## src/rtl/warp_issue_scheduler_pkg.sv

```systemverilog
// Shared GPU scheduler definitions: default sizing, issue-slot payload and
// one-hot index helper.
package warp_issue_scheduler_pkg;

    localparam int DEF_NUM_WARPS = 8;
    localparam int DEF_INSTR_W   = 32;
    localparam int DEF_WID_W     = $clog2(DEF_NUM_WARPS);
    localparam int MAX_WARPS     = 64;

    typedef struct packed {
        logic [DEF_WID_W-1:0]   wid;
        logic [DEF_INSTR_W-1:0] instr;
    } issue_slot_t;

    // Callers zero-extend to MAX_WARPS and size-cast the result back down.
    function automatic int unsigned onehot_to_idx(input logic [MAX_WARPS-1:0] oh);
        int unsigned idx;
        idx = 0;
        for (int i = 0; i < MAX_WARPS; i++) begin
            if (oh[i]) idx = idx | unsigned'(i);
        end
        return idx;
    endfunction

endpackage

```

## src/rtl/warp_issue_scheduler_if.sv

```systemverilog
// Bundle between the warp scheduler, the IBuffers, the branch unit and the
// downstream issue pipe. master = scheduler side.
interface warp_issue_scheduler_if
    import warp_issue_scheduler_pkg::*;
#(
    parameter int NUM_WARPS = DEF_NUM_WARPS,
    parameter int INSTR_W   = DEF_INSTR_W
);
    localparam int WID_W = $clog2(NUM_WARPS);

    logic [NUM_WARPS-1:0]         warp_active;
    logic [NUM_WARPS-1:0]         ibuf_valid;
    logic [NUM_WARPS*INSTR_W-1:0] ibuf_instr;
    logic [NUM_WARPS-1:0]         ibuf_is_branch;
    logic [NUM_WARPS-1:0]         ibuf_is_barrier;
    logic [NUM_WARPS-1:0]         sb_clear;
    logic [NUM_WARPS-1:0]         ibuf_pop;
    logic                         br_resolve_valid;
    logic [WID_W-1:0]             br_resolve_wid;
    logic                         issue_valid;
    logic                         issue_ready;
    logic [WID_W-1:0]             issue_wid;
    logic [INSTR_W-1:0]           issue_instr;
    logic [NUM_WARPS-1:0]         br_pending;
    logic [NUM_WARPS-1:0]         bar_wait;

    modport master (
        input  warp_active, ibuf_valid, ibuf_instr, ibuf_is_branch, ibuf_is_barrier,
               sb_clear, br_resolve_valid, br_resolve_wid, issue_ready,
        output ibuf_pop, issue_valid, issue_wid, issue_instr, br_pending, bar_wait
    );

    modport slave (
        output warp_active, ibuf_valid, ibuf_instr, ibuf_is_branch, ibuf_is_barrier,
               sb_clear, br_resolve_valid, br_resolve_wid, issue_ready,
        input  ibuf_pop, issue_valid, issue_wid, issue_instr, br_pending, bar_wait
    );

endinterface

```

## src/rtl/warp_issue_scheduler_rr_prioritizer.sv

```systemverilog
// Round-robin prioritizer: the last grantee becomes lowest priority; after
// reset bit 0 is highest. Pointer moves only when some request is present.
module rr_prioritizer #(
    parameter int WIDTH = 8
) (
    input  logic             clk,
    input  logic             rst,
    input  logic [WIDTH-1:0] i_req,
    output logic [WIDTH-1:0] o_grant
);

    logic [WIDTH-1:0] r_mask;
    logic [WIDTH-1:0] w_masked;
    logic [WIDTH-1:0] w_pick;

    // r_mask marks the bits strictly above the last grantee.
    assign w_masked = i_req & r_mask;
    assign w_pick   = (|w_masked) ? w_masked : i_req;
    assign o_grant  = w_pick & (~w_pick + WIDTH'(1));

    always_ff @(posedge clk or negedge rst) begin
        if (!rst) begin
            r_mask <= '0;
        end else if (|i_req) begin
            r_mask <= ~(o_grant | (o_grant - WIDTH'(1)));
        end
    end

endmodule

```

## src/rtl/warp_issue_scheduler.sv

```systemverilog
// Per-cycle warp selection into a registered issue slot, with branch-pending
// and barrier-wait blocking held by the scheduler.
module warp_issue_scheduler
    import warp_issue_scheduler_pkg::*;
#(
    parameter int NUM_WARPS = DEF_NUM_WARPS,
    parameter int INSTR_W   = DEF_INSTR_W
) (
    input  logic                   clk,
    input  logic                   rst,
    warp_issue_scheduler_if.master bus
);

    localparam int WID_W = $clog2(NUM_WARPS);

    logic                 w_advance;
    logic [NUM_WARPS-1:0] w_eligible;
    logic [NUM_WARPS-1:0] w_grant;
    logic [WID_W-1:0]     w_grant_idx;
    logic [INSTR_W-1:0]   w_grant_instr;
    logic [NUM_WARPS-1:0] w_res_clr;
    logic [NUM_WARPS-1:0] w_br_next;
    logic [NUM_WARPS-1:0] w_bar_next;
    logic                 w_release;

    logic                 r_issue_valid;
    logic [WID_W-1:0]     r_issue_wid;
    logic [INSTR_W-1:0]   r_issue_instr;
    logic [NUM_WARPS-1:0] r_br_pending;
    logic [NUM_WARPS-1:0] r_bar_wait;

    assign w_advance = !r_issue_valid || bus.issue_ready;

    // Gating with rst keeps ibuf_pop quiet while reset is held.
    assign w_eligible = {NUM_WARPS{w_advance & rst}} & bus.warp_active & bus.ibuf_valid
                      & bus.sb_clear & ~r_br_pending & ~r_bar_wait;

    rr_prioritizer #(.WIDTH(NUM_WARPS)) u_rr (
        .clk     (clk),
        .rst     (rst),
        .i_req   (w_eligible),
        .o_grant (w_grant)
    );

    assign w_grant_idx   = WID_W'(onehot_to_idx(MAX_WARPS'(w_grant)));
    assign w_grant_instr = bus.ibuf_instr[w_grant_idx*INSTR_W +: INSTR_W];

    always_comb begin
        w_res_clr = '0;
        if (bus.br_resolve_valid) w_res_clr[bus.br_resolve_wid] = 1'b1;
    end

    // Set is ORed in after the clear so a same-cycle set wins.
    assign w_br_next = (r_br_pending & ~w_res_clr) | (w_grant & bus.ibuf_is_branch);

    // Inactive warps count as arrived at the barrier.
    assign w_release  = (|r_bar_wait) && (&(r_bar_wait | ~bus.warp_active));
    assign w_bar_next = ((w_release ? '0 : r_bar_wait) | (w_grant & bus.ibuf_is_barrier))
                      & bus.warp_active;

    always_ff @(posedge clk or negedge rst) begin
        if (!rst) begin
            r_issue_valid <= 1'b0;
            r_issue_wid   <= '0;
            r_issue_instr <= '0;
            r_br_pending  <= '0;
            r_bar_wait    <= '0;
        end else begin
            r_br_pending <= w_br_next;
            r_bar_wait   <= w_bar_next;
            if (w_advance) begin
                r_issue_valid <= |w_grant;
                if (|w_grant) begin
                    r_issue_wid   <= w_grant_idx;
                    r_issue_instr <= w_grant_instr;
                end
            end
        end
    end

    assign bus.ibuf_pop    = w_grant;
    assign bus.issue_valid = r_issue_valid;
    assign bus.issue_wid   = r_issue_wid;
    assign bus.issue_instr = r_issue_instr;
    assign bus.br_pending  = r_br_pending;
    assign bus.bar_wait    = r_bar_wait;

endmodule

```

## src/flat_wrapper.sv

```systemverilog
// flat-port wrapper written by rule: the top's interface ports become plain ports
module warp_issue_scheduler_flat import warp_issue_scheduler_pkg::*;
#(
    parameter int NUM_WARPS = DEF_NUM_WARPS,
    parameter int INSTR_W   = DEF_INSTR_W
)
  (clk, rst, bus_warp_active, bus_ibuf_valid, bus_ibuf_instr, bus_ibuf_is_branch, bus_ibuf_is_barrier, bus_sb_clear, bus_br_resolve_valid, bus_br_resolve_wid, bus_issue_ready, bus_ibuf_pop, bus_issue_valid, bus_issue_wid, bus_issue_instr, bus_br_pending, bus_bar_wait);
  warp_issue_scheduler_if #(.NUM_WARPS(NUM_WARPS), .INSTR_W(INSTR_W)) bus_i ();
  input  logic clk;
  input  logic rst;
  input wire logic [$bits(bus_i.warp_active)-1:0] bus_warp_active;
  input wire logic [$bits(bus_i.ibuf_valid)-1:0] bus_ibuf_valid;
  input wire logic [$bits(bus_i.ibuf_instr)-1:0] bus_ibuf_instr;
  input wire logic [$bits(bus_i.ibuf_is_branch)-1:0] bus_ibuf_is_branch;
  input wire logic [$bits(bus_i.ibuf_is_barrier)-1:0] bus_ibuf_is_barrier;
  input wire logic [$bits(bus_i.sb_clear)-1:0] bus_sb_clear;
  input wire logic [$bits(bus_i.br_resolve_valid)-1:0] bus_br_resolve_valid;
  input wire logic [$bits(bus_i.br_resolve_wid)-1:0] bus_br_resolve_wid;
  input wire logic [$bits(bus_i.issue_ready)-1:0] bus_issue_ready;
  output wire logic [$bits(bus_i.ibuf_pop)-1:0] bus_ibuf_pop;
  output wire logic [$bits(bus_i.issue_valid)-1:0] bus_issue_valid;
  output wire logic [$bits(bus_i.issue_wid)-1:0] bus_issue_wid;
  output wire logic [$bits(bus_i.issue_instr)-1:0] bus_issue_instr;
  output wire logic [$bits(bus_i.br_pending)-1:0] bus_br_pending;
  output wire logic [$bits(bus_i.bar_wait)-1:0] bus_bar_wait;
  assign bus_i.warp_active = bus_warp_active;
  assign bus_i.ibuf_valid = bus_ibuf_valid;
  assign bus_i.ibuf_instr = bus_ibuf_instr;
  assign bus_i.ibuf_is_branch = bus_ibuf_is_branch;
  assign bus_i.ibuf_is_barrier = bus_ibuf_is_barrier;
  assign bus_i.sb_clear = bus_sb_clear;
  assign bus_i.br_resolve_valid = bus_br_resolve_valid;
  assign bus_i.br_resolve_wid = bus_br_resolve_wid;
  assign bus_i.issue_ready = bus_issue_ready;
  assign bus_ibuf_pop = bus_i.ibuf_pop;
  assign bus_issue_valid = bus_i.issue_valid;
  assign bus_issue_wid = bus_i.issue_wid;
  assign bus_issue_instr = bus_i.issue_instr;
  assign bus_br_pending = bus_i.br_pending;
  assign bus_bar_wait = bus_i.bar_wait;
  warp_issue_scheduler #(.NUM_WARPS(NUM_WARPS), .INSTR_W(INSTR_W)) u_core (.clk(clk), .rst(rst), .bus(bus_i));
endmodule
```

## config.mk

```make
export PLATFORM = sky130hd
export DESIGN_NAME = warp_issue_scheduler_flat
export DESIGN_NICKNAME = d
export VERILOG_FILES = /design/src/rtl/warp_issue_scheduler_pkg.sv /design/src/rtl/warp_issue_scheduler_if.sv /design/src/rtl/warp_issue_scheduler_rr_prioritizer.sv /design/src/rtl/warp_issue_scheduler.sv /design/src/flat_wrapper.sv
export SDC_FILE = /design/constraint.sdc
export NUM_CORES = 1
export LEC_CHECK = 0
export ABC_AREA = 1
export BUFFER_PORTS_ARGS = -buffer_cell sky130_fd_sc_hd__buf_2
export CAP_MARGIN = 25
export CORE_AREA = 2 2 140 142
export DETAILED_ROUTE_END_ITERATION = 12
export DIE_AREA = 0 0 142 144
export PLACE_DENSITY = 0.67
export SETUP_SLACK_MARGIN = 0.15
export SLEW_MARGIN = 10
export SYNTH_ARGS = -nofsm -noshare
export SYNTH_HDL_FRONTEND = slang
export SYNTH_SLANG_ARGS = --single-unit
```

## constraint.sdc

```tcl
create_clock -name clk -period 2.1 [get_ports clk]
set_clock_uncertainty 0.05 [all_clocks]
set_input_delay 0.21 -clock clk [delete_from_list [all_inputs] [get_ports clk]]
set_output_delay 0.21 -clock clk [all_outputs]
set_load 0.005 [all_outputs]
```

# Word level (Yosys, flattened, before mapping)
# Cells that the tools add are included.
# totals
regBits	60
in_bits	303
output_inout_bits	60
elab_cells	55
# op_classes
n_addsub	2
magnitude_cmp	2
shift	1
mux	12
n_bitwise	22
reduce_logical	10
# ops
op	n
variable part select 256 x 9 -> 32 bit	1
AND 8 bit	11
NOT 8 bit	6
bitwise OR 8 bit	4
OR reduction 8 bit	4
two-way mux 8 bit	3
two-way mux 3 bit	4
adder 8 x 1 -> 8 bit, second input constant	1
AND reduction 8 bit	1
subtractor 8 x 1 -> 8 bit, second input constant	1
< comparator 3 x 4 -> 1 bit, second input constant	1
two-way mux 2 bit	2
demux 1 bit (select 3 bit)	1
greater-or-equal comparator 3 x 1 -> 1 bit, second input constant	1
logical AND 1 bit	2
two-way mux 1 bit	2
AND reduction 2 bit	1
AND 1 bit	1
logical NOT 1 bit	1
logical OR 1 bit	1

# Longest topological paths before layout
# Gate-level depths: netlist of the first run.
# depth
depth_word	22
depth_mapped	21
ltp_nobuf	18

# Cells and area by module
# A second synthesis of the first run with hierarchy kept.
# unflattened
hier_cells	1044
hier_area_um2	6090.8
# modules_own_cells
mod	n_inst	cells_per_inst	area_each_um2	seq_area_each_um2
warp_issue_scheduler	1	965	5562.8	1301.2
rr_prioritizer	1	79	528.0	175.2

# Least setup slack after synthesis of the first run
# No wires, ideal clock.
# synth_timing
path_type	reg2reg
start	reg u_core.r_issue_valid (netlist: u_core.bus.issue_valid)
end	reg u_core.r_issue_instr[10] (netlist: u_core.bus.issue_instr[10])
arrival_time_ps	2171
t_required_ps	1926
slack_ps	-246
stages_incl_launch_ff	19
n_path_buf	2
cell_sequence	dfrtp_1 -> inv_2 -> nor2_2 -> nor2_4 -> buf_6 -> nand3_2 -> nand2_1 -> nor2_4 -> nand3b_1 -> nand2_1 -> nor2_2 -> nand3_2 -> nand3_2 -> clkbuf_1 -> nand2_1 -> nand3_1 -> nand2_1 -> nand2_1 -> nand3_1
# synth_via
elab_chain_cells	22
word_cells_on_any_way	24
classes_between	1 x add/sub; 1 x shift; 8 x mux; 9 x bitwise; 5 x reduce/logical
# synth_rtl
element	line	source
start: declaration	warp_issue_scheduler.sv:26	logic r_issue_valid;
start signal: assignment	warp_issue_scheduler.sv:72	r_issue_valid <= |w_grant;
logical NOT 1 bit *	warp_issue_scheduler.sv:32	assign w_advance = !r_issue_valid || bus.issue_ready;
logical OR 1 bit *	warp_issue_scheduler.sv:32	
AND 1 bit	warp_issue_scheduler.sv:35	assign w_eligible = {NUM_WARPS{w_advance & rst}} & bus.warp_active & bus.ibuf_valid
AND 8 bit (2 in a row)	warp_issue_scheduler.sv:35	
AND 8 bit (3 in a row)	warp_issue_scheduler.sv:36	& bus.sb_clear & ~r_br_pending & ~r_bar_wait;
AND 8 bit	warp_issue_scheduler_rr_prioritizer.sv:17	assign w_masked = i_req & r_mask;
OR reduction 8 bit	warp_issue_scheduler_rr_prioritizer.sv:18	assign w_pick = (|w_masked) ? w_masked : i_req;
two-way mux 8 bit	warp_issue_scheduler_rr_prioritizer.sv:18	
NOT 8 bit	warp_issue_scheduler_rr_prioritizer.sv:19	assign o_grant = w_pick & (~w_pick + WIDTH'(1));
adder 8 x 1 -> 8 bit	warp_issue_scheduler_rr_prioritizer.sv:19	
AND 8 bit	warp_issue_scheduler_rr_prioritizer.sv:19	
two-way mux 1 bit	warp_issue_scheduler_pkg.sv:20	if (oh[i]) idx = idx | unsigned'(i);
two-way mux 2 bit (2 in a row)	warp_issue_scheduler_pkg.sv:20	
two-way mux 3 bit (4 in a row)	warp_issue_scheduler_pkg.sv:20	
variable part select 256 x 9 -> 32 bit	warp_issue_scheduler.sv:46	assign w_grant_instr = bus.ibuf_instr[w_grant_idx*INSTR_W +: INSTR_W];
end signal: assignment	warp_issue_scheduler.sv:75	r_issue_instr <= w_grant_instr;
end: declaration	warp_issue_scheduler.sv:28	logic [INSTR_W-1:0] r_issue_instr;
# Every way passes the cells marked *; elsewhere a longest branch is shown, timed or not.
# A chain may end at the register's enable or synchronous reset.

# Worst setup path in the final report of the first run
# layout_timing
start	reg u_core.r_issue_valid (netlist: u_core.bus.issue_valid)
end	reg u_core.r_issue_instr[17] (netlist: u_core.bus.issue_instr[17])
# The elaborated chain is that of the path after synthesis.

==> results of run 1 <==
[registers in the layout, summed over array words and instances, names as in the netlist]
name,count
u_core.u_rr.r_mask,7
u_core.bus.issue_instr,32
u_core.bus.br_pending,8
u_core.bus.bar_wait,8
u_core.bus.issue_valid,1
u_core.bus.issue_wid,3
[path summary, 6_finish.rpt]
check	end	depth (start not counted)	from
worst min register to register	u_core.bus.issue_wid[0]$_DFFE_PN0P_	1	u_core.bus.issue_wid[0]$_DFFE_PN0P_
worst max-delay path	u_core.bus.issue_instr[17]$_DFFE_PN0P_	21	u_core.bus.issue_valid$_DFFE_PN0N_
worst max register to register	u_core.bus.issue_instr[17]$_DFFE_PN0P_	21	u_core.bus.issue_valid$_DFFE_PN0N_
max in group asynchronous	u_core.bus.issue_instr[0]$_DFFE_PN0P_	2	rst
worst min-delay path	u_core.bus.issue_valid$_DFFE_PN0N_	2	rst
min in group clk	u_core.bus.br_pending[6]$_DFF_PN0_	3	bus_ibuf_is_branch[6]
[routing by layer]
layer,vias up,share of wire
met1,4286,0.39
met4,4,0.044
met2,505,0.49
met5,-,0.00096
met3,79,0.077
li1,4489,-
[logic make-up after synthesis]
family / share of synthesized area
AO/OA/AOI/OAI: 0.0270
buffers and inverters: 0.221
flip-flops: 0.231
AND/OR/NAND/NOR: 0.521
[area by class of cell]
cell class | count | area [µm²]
multi-input combinational | 733 | 4120
antenna | 1 | 2.50
clock buffer | 11 | 243
clock inverter | 5 | 100
inverter | 261 | 1000
tap | 238 | 298
fill | 1858 | 8040
sequential | 59 | 1480
timing repair buffer | 523 | 3800
[timing repair]
action	in CTS	in global routing
setup buffers	31	21
setup endpoints to repair	58	66
hold buffers	0	0
pin swaps	17	24
resized for setup	116	79
gates cloned	8	7
[report_power, final]
part	internal [W]	switching, W	total (W)	leakage (nW)
Combinational	0.00233	0.00262	0.00495	5.70
Sequential	0.00160	0.000339	0.00194	0.730
Clock	0.00119	0.000580	0.00177	0.170
[stage by stage]
step           area [µm²]  setup WS (ps)
2_1_floorplan        6570           -192
3_3_place_gp         9160           -692
3_5_place_dp         9160           -745
4_1_cts             10400           -712
5_1_grt             11000           -903
6_report            11000           -756
[placed cells by master, fill, tap and decap left out, types with 24 or more instances in the layout]
master | Yosys | layout
buf_2 | 56 | 359
nand2_1 | 351 | 289
inv_1 | 254 | 246
nand3_1 | 186 | 137
nand4_1 | 129 | 129
buf_4 | 12 | 87
dfrtp_1 | 59 | 59
nand2_2 | 0 | 57
nand3_2 | 8 | 46
buf_6 | 2 | 35
buf_12 | 0 | 24
==> impl_results.md, run 1 <==
* Status: complete, but fails checks
* Failing checks: setup timing
* Min-Delay Path Class: in2async
* Gp weighted congestion at 0.900
* P&R area growth vs syn at 72.6%
* Initial antenna violation count at 3
* Length of the first detailed-routing pass in iterations at 6
* Critical path endpoint category: register
* Synth area leaders: dfrtp_1 (23%), nand2_1 (21%), inv_1 (15%)
* Routed vias at 9363
* WP data required at 2330 ps
* Post-route ant nets at 0
* CTS tree: done
* Crit-path max cell delay at 380 ps
* LEAKAGE at 6.60 nW
* Vias per cell at 5.11
* Starting Density at 0.335
* CTS Buf Count at 9
* Yosys warnings at 0
* Slew Limit Fails at 0
* P per Cell Area at 784 mW/mm²
* CTS root buffer: clkbuf_16
* Cells after Synth at 1134
* WS Path Type: reg2reg
* Worst-margin pin slew at 816 ps
* Final worst slack at -756 ps
* Core area at 0.0191 mm²
* WP data arrival at 3080 ps
* Cell type group with the largest total delay on the critical path: simple AND/OR/NAND/NOR gates
* Hpwl dp at 21700 µm
* Post-synth cell types at 30
* Final period util at 1.36
* DRT iter0 DRCs at 616
* Clk sink count at 59
* I/O Buffers at 362
* Met2 usage at 0.505
* Die ar. at 0.0204 mm²
* EDFF count, synth at 0
* Synthesized flop and latch total at 59
* Met3 Use GR at 0.0503
* RSZ-0062 raised after global routing: yes
* Fin nets at 1890
* Gr busiest metal: met2
* Synthesized Nets at 1437
* Layout cells sized above 1 at 0.438
* Worst-Skew Late Latency at 340 ps
* Flop-to-flop setup slack at -760 ps
* Cells along the critical path: inv_2 -> nor2_4 -> nor2_4 -> buf_6 -> nand3_4 -> nand2_4 -> nor2_4 -> nand2_4 -> nand2_2 -> nand2_2 -> nand2_2 -> nor2_4 -> nand3_4 -> buf_6 -> nand3_4 -> buf_12 -> buf_12 -> nand2_1 -> nand3_1 -> nand3_1 -> nand3_1
* Met1 usage at 0.343
* Chip width at 142 µm
* Fin Hold WS at 7.20 ps
* Vias in the first global route at 8640
* Post-Layout Cell Count at 1831
* Largest net degree at the start of global routing at 68
* CTS max path bufs at 2
* Synth cell count leaders: nand2_1 (351), inv_1 (254), nand3_1 (186), nand4_1 (129), dfrtp_1 (59)
* Residual DRC count at 0
* Htree depth at 3
* Setup TNS at -32650 ps
* Clock input transition at the sequential cells of the worst setup and hold paths at 60 ps
* Max rail drop VDD at 0.000379 V
* IO Count at 363
* Post-layout util at 0.579
* Die height at 144 µm
* Grt ovf at 0
* Crit start category: register
* Final hold vios at 0
* Routed wire length at 31400 µm
* Slowest CP cell: dfrtp_1
* Total power at 0.00866 W
* Fmax at 0.350 GHz
* Synth Cell Area at 0.00640 mm²
* Cells after DPL at 1747
* Cell mode on critical path: nor2_4
* CP bufs+invs at 5
* Total Routing Usage GR at 0.287
* Most common cell in the netlist: nand2_1
* Sequential area share after synthesis at 0.231
* Area leader, netlist: dfrtp_1
* Syn_area_per_cell at 5.64 µm²
* Post-synth top area share at 0.231
* First-pass GRT wire length at 45300 µm
* Min Tclk post-route at 2860 ps
* Max Cap Violations at 0
* Row cnt at 51
* Top_reg_cell synth: dfrtp_1
* Routed WL per cell at 17.1 µm
* Crit-path max FO at 8
* FFs w/ async S/R, synth at 1.00
* Final setup fails at 56
* Slew headroom at 0.456
Note: power is estimated with default switching activity, not from simulation.
==> run 2: changes to the inputs <==
- REMOVE_ABC_BUFFERS: unset -> 1
==> run 2 against run 1 <==
  * The flow still finishes with violations (setup timing)
  * Maximum frequency grew 3.2%
  * Worst setup slack improved by 89 ps
  * Combinational power is essentially flat
  * Global-route usage is 1.8 points lower
  * Final area is 3.1% higher
  * Die area did not move
  * Hold slack improved by 8.3 ps
  * Power shrank 2.1%
  * Highest routed layer is now met4
==> impl_results.md, run 2 (synthesis results as in run 1) <==
* Status: complete, but fails checks
* Failing checks: setup timing
* Largest net degree at the start of global routing at 60
* CTS root buffer: clkbuf_16
* RSZ-0062 raised after global routing: yes
* Min Tclk post-route at 2770 ps
* Total power at 0.00848 W
* Final period util at 1.32
* Crit-path max FO at 18
* Reg2Reg Launch Point: u_core.bus.issue_valid$_DFFE_PN0N_
* Worst reg2reg path depth at 18
* Vias per cell at 5.09
* Critical path endpoint category: register
* Fin nets at 1911
* Fmax at 0.361 GHz
* R2r endpoint: u_core.bus.issue_instr[29]$_DFFE_PN0P_
* Final setup fails at 56
* Cell type group with the largest total delay on the critical path: simple AND/OR/NAND/NOR gates
* Slew Limit Fails at 0
* Crit start category: register
* Max rail drop VDD at 0.000332 V
* WP data arrival at 2940 ps
* CP bufs+invs at 5
* Residual DRC count at 0
* Starting Density at 0.335
* Flop-to-flop setup slack at -670 ps
* Fillers at 1750
* First-pass GRT wire length at 43300 µm
* I/O Buffers at 362
* Worst-margin pin slew at 835 ps
* Footprint of the multi-input gates at 0.00410 mm²
* CTS tree: done
* Slew headroom at 0.444
* Vias in the first global route at 8655
* Cell mode on critical path: nor2_4
* Design area at 0.0114 mm²
* Chip width at 142 µm
* WS Path Type: reg2reg
* Max FFs per register at 32
* Row cnt at 51
* IO Count at 363
* Routed wire length at 30400 µm
* Core area at 0.0191 mm²
* Total Routing Usage GR at 0.268
* Gp weighted congestion at 0.911
* Final hold vios at 0
* LEAKAGE at 6.83 nW
* Commonest cells after routing, fill and taps aside: buf_2 (355), nand2_1 (294), inv_1 (246)
* Hold path start: bus_ibuf_is_branch[1]
* Length of the first detailed-routing pass in iterations at 8
* Initial antenna violation count at 0
* Final worst slack at -667 ps
* WP data required at 2270 ps
* Hpwl dp at 19500 µm
* Post-route ant nets at 0
* FF/Latch Area at 0.00148 mm²
* Commonest non-fill, non-tap cell in the layout: buf_2
* Cells along the critical path: inv_2 -> nor2_4 -> nor2_4 -> buf_6 -> nand3_4 -> nand2_4 -> nor2_4 -> nand2_4 -> o21ai_4 -> nor2_4 -> buf_4 -> nand3_4 -> nand3_4 -> buf_4 -> buf_12 -> nand3_1 -> nand3_2 -> nand3_1
* Fin Hold WS at 15.5 ps
* Layout cells sized above 1 at 0.435
* Hold_buf cts at 0
* Placed Area at 0.00920 mm²
* Ant diodes at 0
* Htree depth at 3
* Die ar. at 0.0204 mm²
* P&R area growth vs syn at 78.0%
* Die height at 144 µm
* CTS max path bufs at 2
* Clock input transition at the sequential cells of the worst setup and hold paths at 60 ps
* Min-Delay Path Class: in2reg
* Worst-Skew Late Latency at 340 ps
* P per Cell Area at 744 mW/mm²
* Routed WL per cell at 16.4 µm
* Post-layout util at 0.597
* Slowest CP cell: dfrtp_1
* Max Cap Violations at 0
* Routed vias at 9430
* Crit-path max cell delay at 380 ps
* Clk sink count at 59
* Hold Crit Depth at 3
* CTS Buf Count at 9
* DRT iter0 DRCs at 627
* Worst min-delay path endpoint: u_core.bus.br_pending[1]$_DFF_PN0_
* Grt ovf at 0
[run 2: changes by cell type in the layout (fill, tap and decap cells not counted), moves of 5 or more]
cell       before  now
nand2_1       289  294
nand3_1       137  156
clkbuf_16      16   21
buf_4          87   98
nand2_2        57   42
nand2_4         6   16
nand3_2        46   28
inv_2          10    3
[run 2: worst max path at each step]
stage / startpoint / to / depth (start not counted)
after floorplan: u_core.bus.issue_valid$_DFFE_PN0N_ / u_core.bus.issue_instr[0]$_DFFE_PN0P_ / 16
after global placement: u_core.bus.issue_valid$_DFFE_PN0N_ / u_core.bus.issue_instr[24]$_DFFE_PN0P_ / 18
after detailed placement: u_core.bus.issue_valid$_DFFE_PN0N_ / u_core.bus.issue_instr[16]$_DFFE_PN0P_ / 18
after CTS: u_core.bus.issue_valid$_DFFE_PN0N_ / u_core.bus.issue_instr[21]$_DFFE_PN0P_ / 23
after global routing: u_core.bus.issue_valid$_DFFE_PN0N_ / u_core.bus.issue_instr[29]$_DFFE_PN0P_ / 18
final: u_core.bus.issue_valid$_DFFE_PN0N_ / u_core.bus.issue_instr[29]$_DFFE_PN0P_ / 18
[run 2: per-layer routing]
metal	global-route usage	vias to the layer above	share of wire
met2	0.473	540	0.49
met3	0.0354	87	0.076
li1	-	4531	-
met5	0	-	0
met4	0.125	0	0.039
met1	0.325	4272	0.39
[run 2: worst reg2reg max path: cells and delay by family (launching register included)]
family / cells / cell delay, ps
compound gates: 1 / 80
buf+inv: 5 / 730
flops: 1 / 380
simple gates: 12 / 1400
[run 2: area by class of cell]
class / instances / share of cell area
Clock buffer: 12 / 0.0234
Clock inverter: 4 / 0.00417
Inverter: 261 / 0.0911
Multi-Input combinational cell: 733 / 0.360
Sequential cell: 59 / 0.130
Tap cell: 238 / 0.0261
Timing Repair Buffer: 544 / 0.366
[run 2: per-stage QoR]
step,setup WS (ps),TNS (ps),cells
final,-667,-26680,1851
after detailed placement,-641,-24820,1762
after CTS,-578,-22490,1821
after floorplan,-3200,-120820,1053
after global placement,-584,-21830,1762
after global routing,-808,-33760,1851
[run 2: repair_timing]
action | 4_1_cts | 5_1_grt
cloned | 11 | 13
endpoints found under the setup margin | 65 | 66
resized for setup | 145 | 94
pin swaps | 28 | 42
setup buffers | 32 | 17
[run 2: report_power, final]
part           switching (W)  internal (W)  total (W)
clock network       0.000585       0.00101    0.00160
logic                0.00256       0.00242    0.00498
registers           0.000306       0.00160    0.00190
total                0.00345       0.00503    0.00848
==> run 3: changes to the inputs <==
- CELL_PAD_IN_SITES_DETAIL_PLACEMENT: unset -> 0
- CELL_PAD_IN_SITES_GLOBAL_PLACEMENT: unset -> 1
- CORE_AREA: 2 2 140 142 -> unset
- CORE_MARGIN: unset -> 2
- CORE_UTILIZATION: unset -> 26
- DIE_AREA: 0 0 142 144 -> unset
- PLACE_DENSITY: 0.67 -> unset
- PLACE_DENSITY_LB_ADDON: unset -> 0.1
==> run 3 against run 2 <==
  * The run still ends with setup timing left
  * Die area grew 27%
  * Critical path depth shrank 1
  * Maximum frequency shrank 2.7%
  * Sequential cell count is the same
  * Power shrank 2.9%
  * Worst setup slack lost 77 ps
  * Register-to-register slack lost 50 ps
  * Critical endpoint is now bus_ibuf_pop[4]
  * Largest power group unchanged
==> impl_results.md, run 3 (synthesis results as in run 1) <==
* Status: complete, but fails checks
* Failing checks: setup timing
* Die height at 161 µm
* Crit start category: register
* Initial antenna violation count at 3
* Design area at 0.0109 mm²
* Post-route ant nets at 0
* Crit-path max FO at 7
* Switch Pwr at 0.00337 W
* Max FFs per register at 32
* Commonest non-fill, non-tap cell in the layout: buf_2
* Commonest cells after routing, fill and taps aside: buf_2 (359), nand2_1 (331), inv_1 (246)
* Final setup fails at 59
* WP data required at 1840 ps
* RSZ-0062 raised after global routing: yes
* Hpwl dp at 21800 µm
* Vias per cell at 4.69
* Footprint of the multi-input gates at 0.00382 mm²
* CTS max path bufs at 2
* Largest net degree at the start of global routing at 65
* Final worst slack at -744 ps
* Worst min-delay path endpoint: u_core.bus.br_pending[7]$_DFF_PN0_
* Net switching share of the total power at 0.409
* Fin Hold WS at 9.50 ps
* LEAKAGE at 6.55 nW
* Worst reg2reg path depth at 20
* Min-Delay Path Class: in2reg
* Clock input transition at the sequential cells of the worst setup and hold paths at 60 ps
* Total Routing Usage GR at 0.238
* Htree depth at 3
* Max Cap Violations at 0
* Fin nets at 1902
* FF/Latch Area at 0.00148 mm²
* Pre-CTS setup slack at -656 ps
* Vias in the first global route at 9169
* Sequential share of power at 0.226
* WP data arrival at 2580 ps
* Fmax at 0.352 GHz
* CTS tree: done
* Fillers at 2757
* Length of the first detailed-routing pass in iterations at 5
* Logic pwr share at 0.582
* Routed WL per cell at 16.6 µm
* CTS Buf Count at 9
* Routed wire length at 32000 µm
* R2r endpoint: u_core.bus.issue_instr[21]$_DFFE_PN0P_
* First-pass GRT wire length at 48600 µm
* Min Tclk post-route at 2840 ps
* Layout cells sized above 1 at 0.396
* Routed vias at 9057
* Placed Area at 0.00932 mm²
* Setup TNS at -31320 ps
* Worst-margin pin slew at 894 ps
* I/O Buffers at 362
* Die ar. at 0.0259 mm²
* Slew headroom at 0.404
* Residual DRC count at 0
* Reg2Reg Launch Point: u_core.bus.issue_valid$_DFFE_PN0N_
* Max rail drop VDD at 0.000456 V
* Worst-Skew Late Latency at 340 ps
* Internal at 0.00487 W
* CTS root buffer: clkbuf_16
* IO Count at 363
* Chip width at 161 µm
* DRT iter0 DRCs at 521
* Critical path endpoint category: output pin
* Core area at 0.0242 mm²
* Final hold vios at 0
* Grt ovf at 0
* Clock Power Share at 0.192
* Flop-to-flop setup slack at -720 ps
* Gp weighted congestion at 0.827
* Clk sink count at 59
* Slew Limit Fails at 0
* Row cnt at 57
* WS Path Type: reg2out
* Starting Density at 0.264
* Final period util at 1.35
* P per Cell Area at 753 mW/mm²
* Hold Crit Depth at 3
* P&R area growth vs syn at 71.0%
* Hold path start: bus_ibuf_is_branch[7]
[run 3: cell types whose count changed in the layout (fill, tap and decap cells not counted), sizes merged]
cell         previous run  this run
buf                   529       528
dlygate4sd3             0         1
clkinv                  4         2
inv                   259       261
diode                   0         2
bufbuf                  3         2
clkinvlp                1         3
clkbuf                 24        14
[run 3: layer usage]
metal	GRT usage	vias up	part of all wire
li1	-	4531	-
met1	0.287	4159	0.42
met2	0.434	329	0.50
met3	0.0411	36	0.061
met4	0.0649	2	0.017
met5	0	-	0.00022
[run 3: final cells by class]
cell class | count | share of cell area
Antenna cell | 2 | 0.000458
Clock buffer | 10 | 0.0218
Clock inverter | 6 | 0.00583
Inverter | 261 | 0.0924
Multi-Input combinational cell | 733 | 0.349
Sequential cell | 59 | 0.135
Tap cell | 324 | 0.0371
Timing Repair Buffer | 535 | 0.358
[run 3: worst max-delay path by stage]
| stage | start | endpoint | slack [ps] | depth (start not counted) |
|---|---|---|---|---|
| 4_1_cts | u_core.bus.issue_valid$_DFFE_PN0N_ | bus_ibuf_pop[4] | -710 | 18 |
| 6_report | u_core.bus.issue_valid$_DFFE_PN0N_ | bus_ibuf_pop[4] | -740 | 17 |
| 3_3_place_gp | u_core.bus.issue_valid$_DFFE_PN0N_ | u_core.bus.issue_instr[15]$_DFFE_PN0P_ | -570 | 18 |
| 2_1_floorplan | u_core.bus.issue_valid$_DFFE_PN0N_ | u_core.bus.issue_instr[0]$_DFFE_PN0P_ | -3200 | 16 |
| 3_5_place_dp | u_core.bus.issue_valid$_DFFE_PN0N_ | u_core.bus.issue_instr[15]$_DFFE_PN0P_ | -660 | 18 |
| 5_1_grt | u_core.bus.issue_valid$_DFFE_PN0N_ | u_core.bus.issue_instr[5]$_DFFE_PN0P_ | -900 | 19 |
[run 3: power by group through the flow]
stage	logic, W	registers, W	clock network [W]
after floorplan	0.00186	0.00189	0
after global placement	0.00385	0.00186	0
after detailed placement	0.00385	0.00187	0
after CTS	0.00456	0.00186	0.00162
after global routing	0.00529	0.00192	0.00166
final	0.00479	0.00186	0.00158
[run 3: worst max-delay path, cell delays in order (launching register included)]
cell     delay, ps
dfrtp_1        380
inv_2           80
nor2_4          40
nor2_4         240
nand3_1        200
nand2_2        130
nor2_4          70
nand2_4        120
o21ai_4         90
nor2_4         200
buf_6          130
buf_6           80
inv_2           30
nor2_4          80
inv_2           60
nor2_4         100
buf_6          110
buf_6           90
[run 3: per-stage QoR]
stage          utilization  instances  total power [W]
2_1_floorplan            -       1053          0.00375
3_3_place_gp         0.384       1852          0.00571
3_5_place_dp         0.384       1852          0.00571
4_1_cts              0.434       1911          0.00804
5_1_grt              0.451       1929          0.00887
6_report             0.451       1930          0.00824
[run 3: what timing repair did]
item	in CTS	in global routing
endpoints found under the hold margin	1	0
cloned	12	5
setup endpoints to repair	65	66
gates resized for setup	99	52
buffers inserted	30	12
hold buffers	1	0
pin swaps	19	16
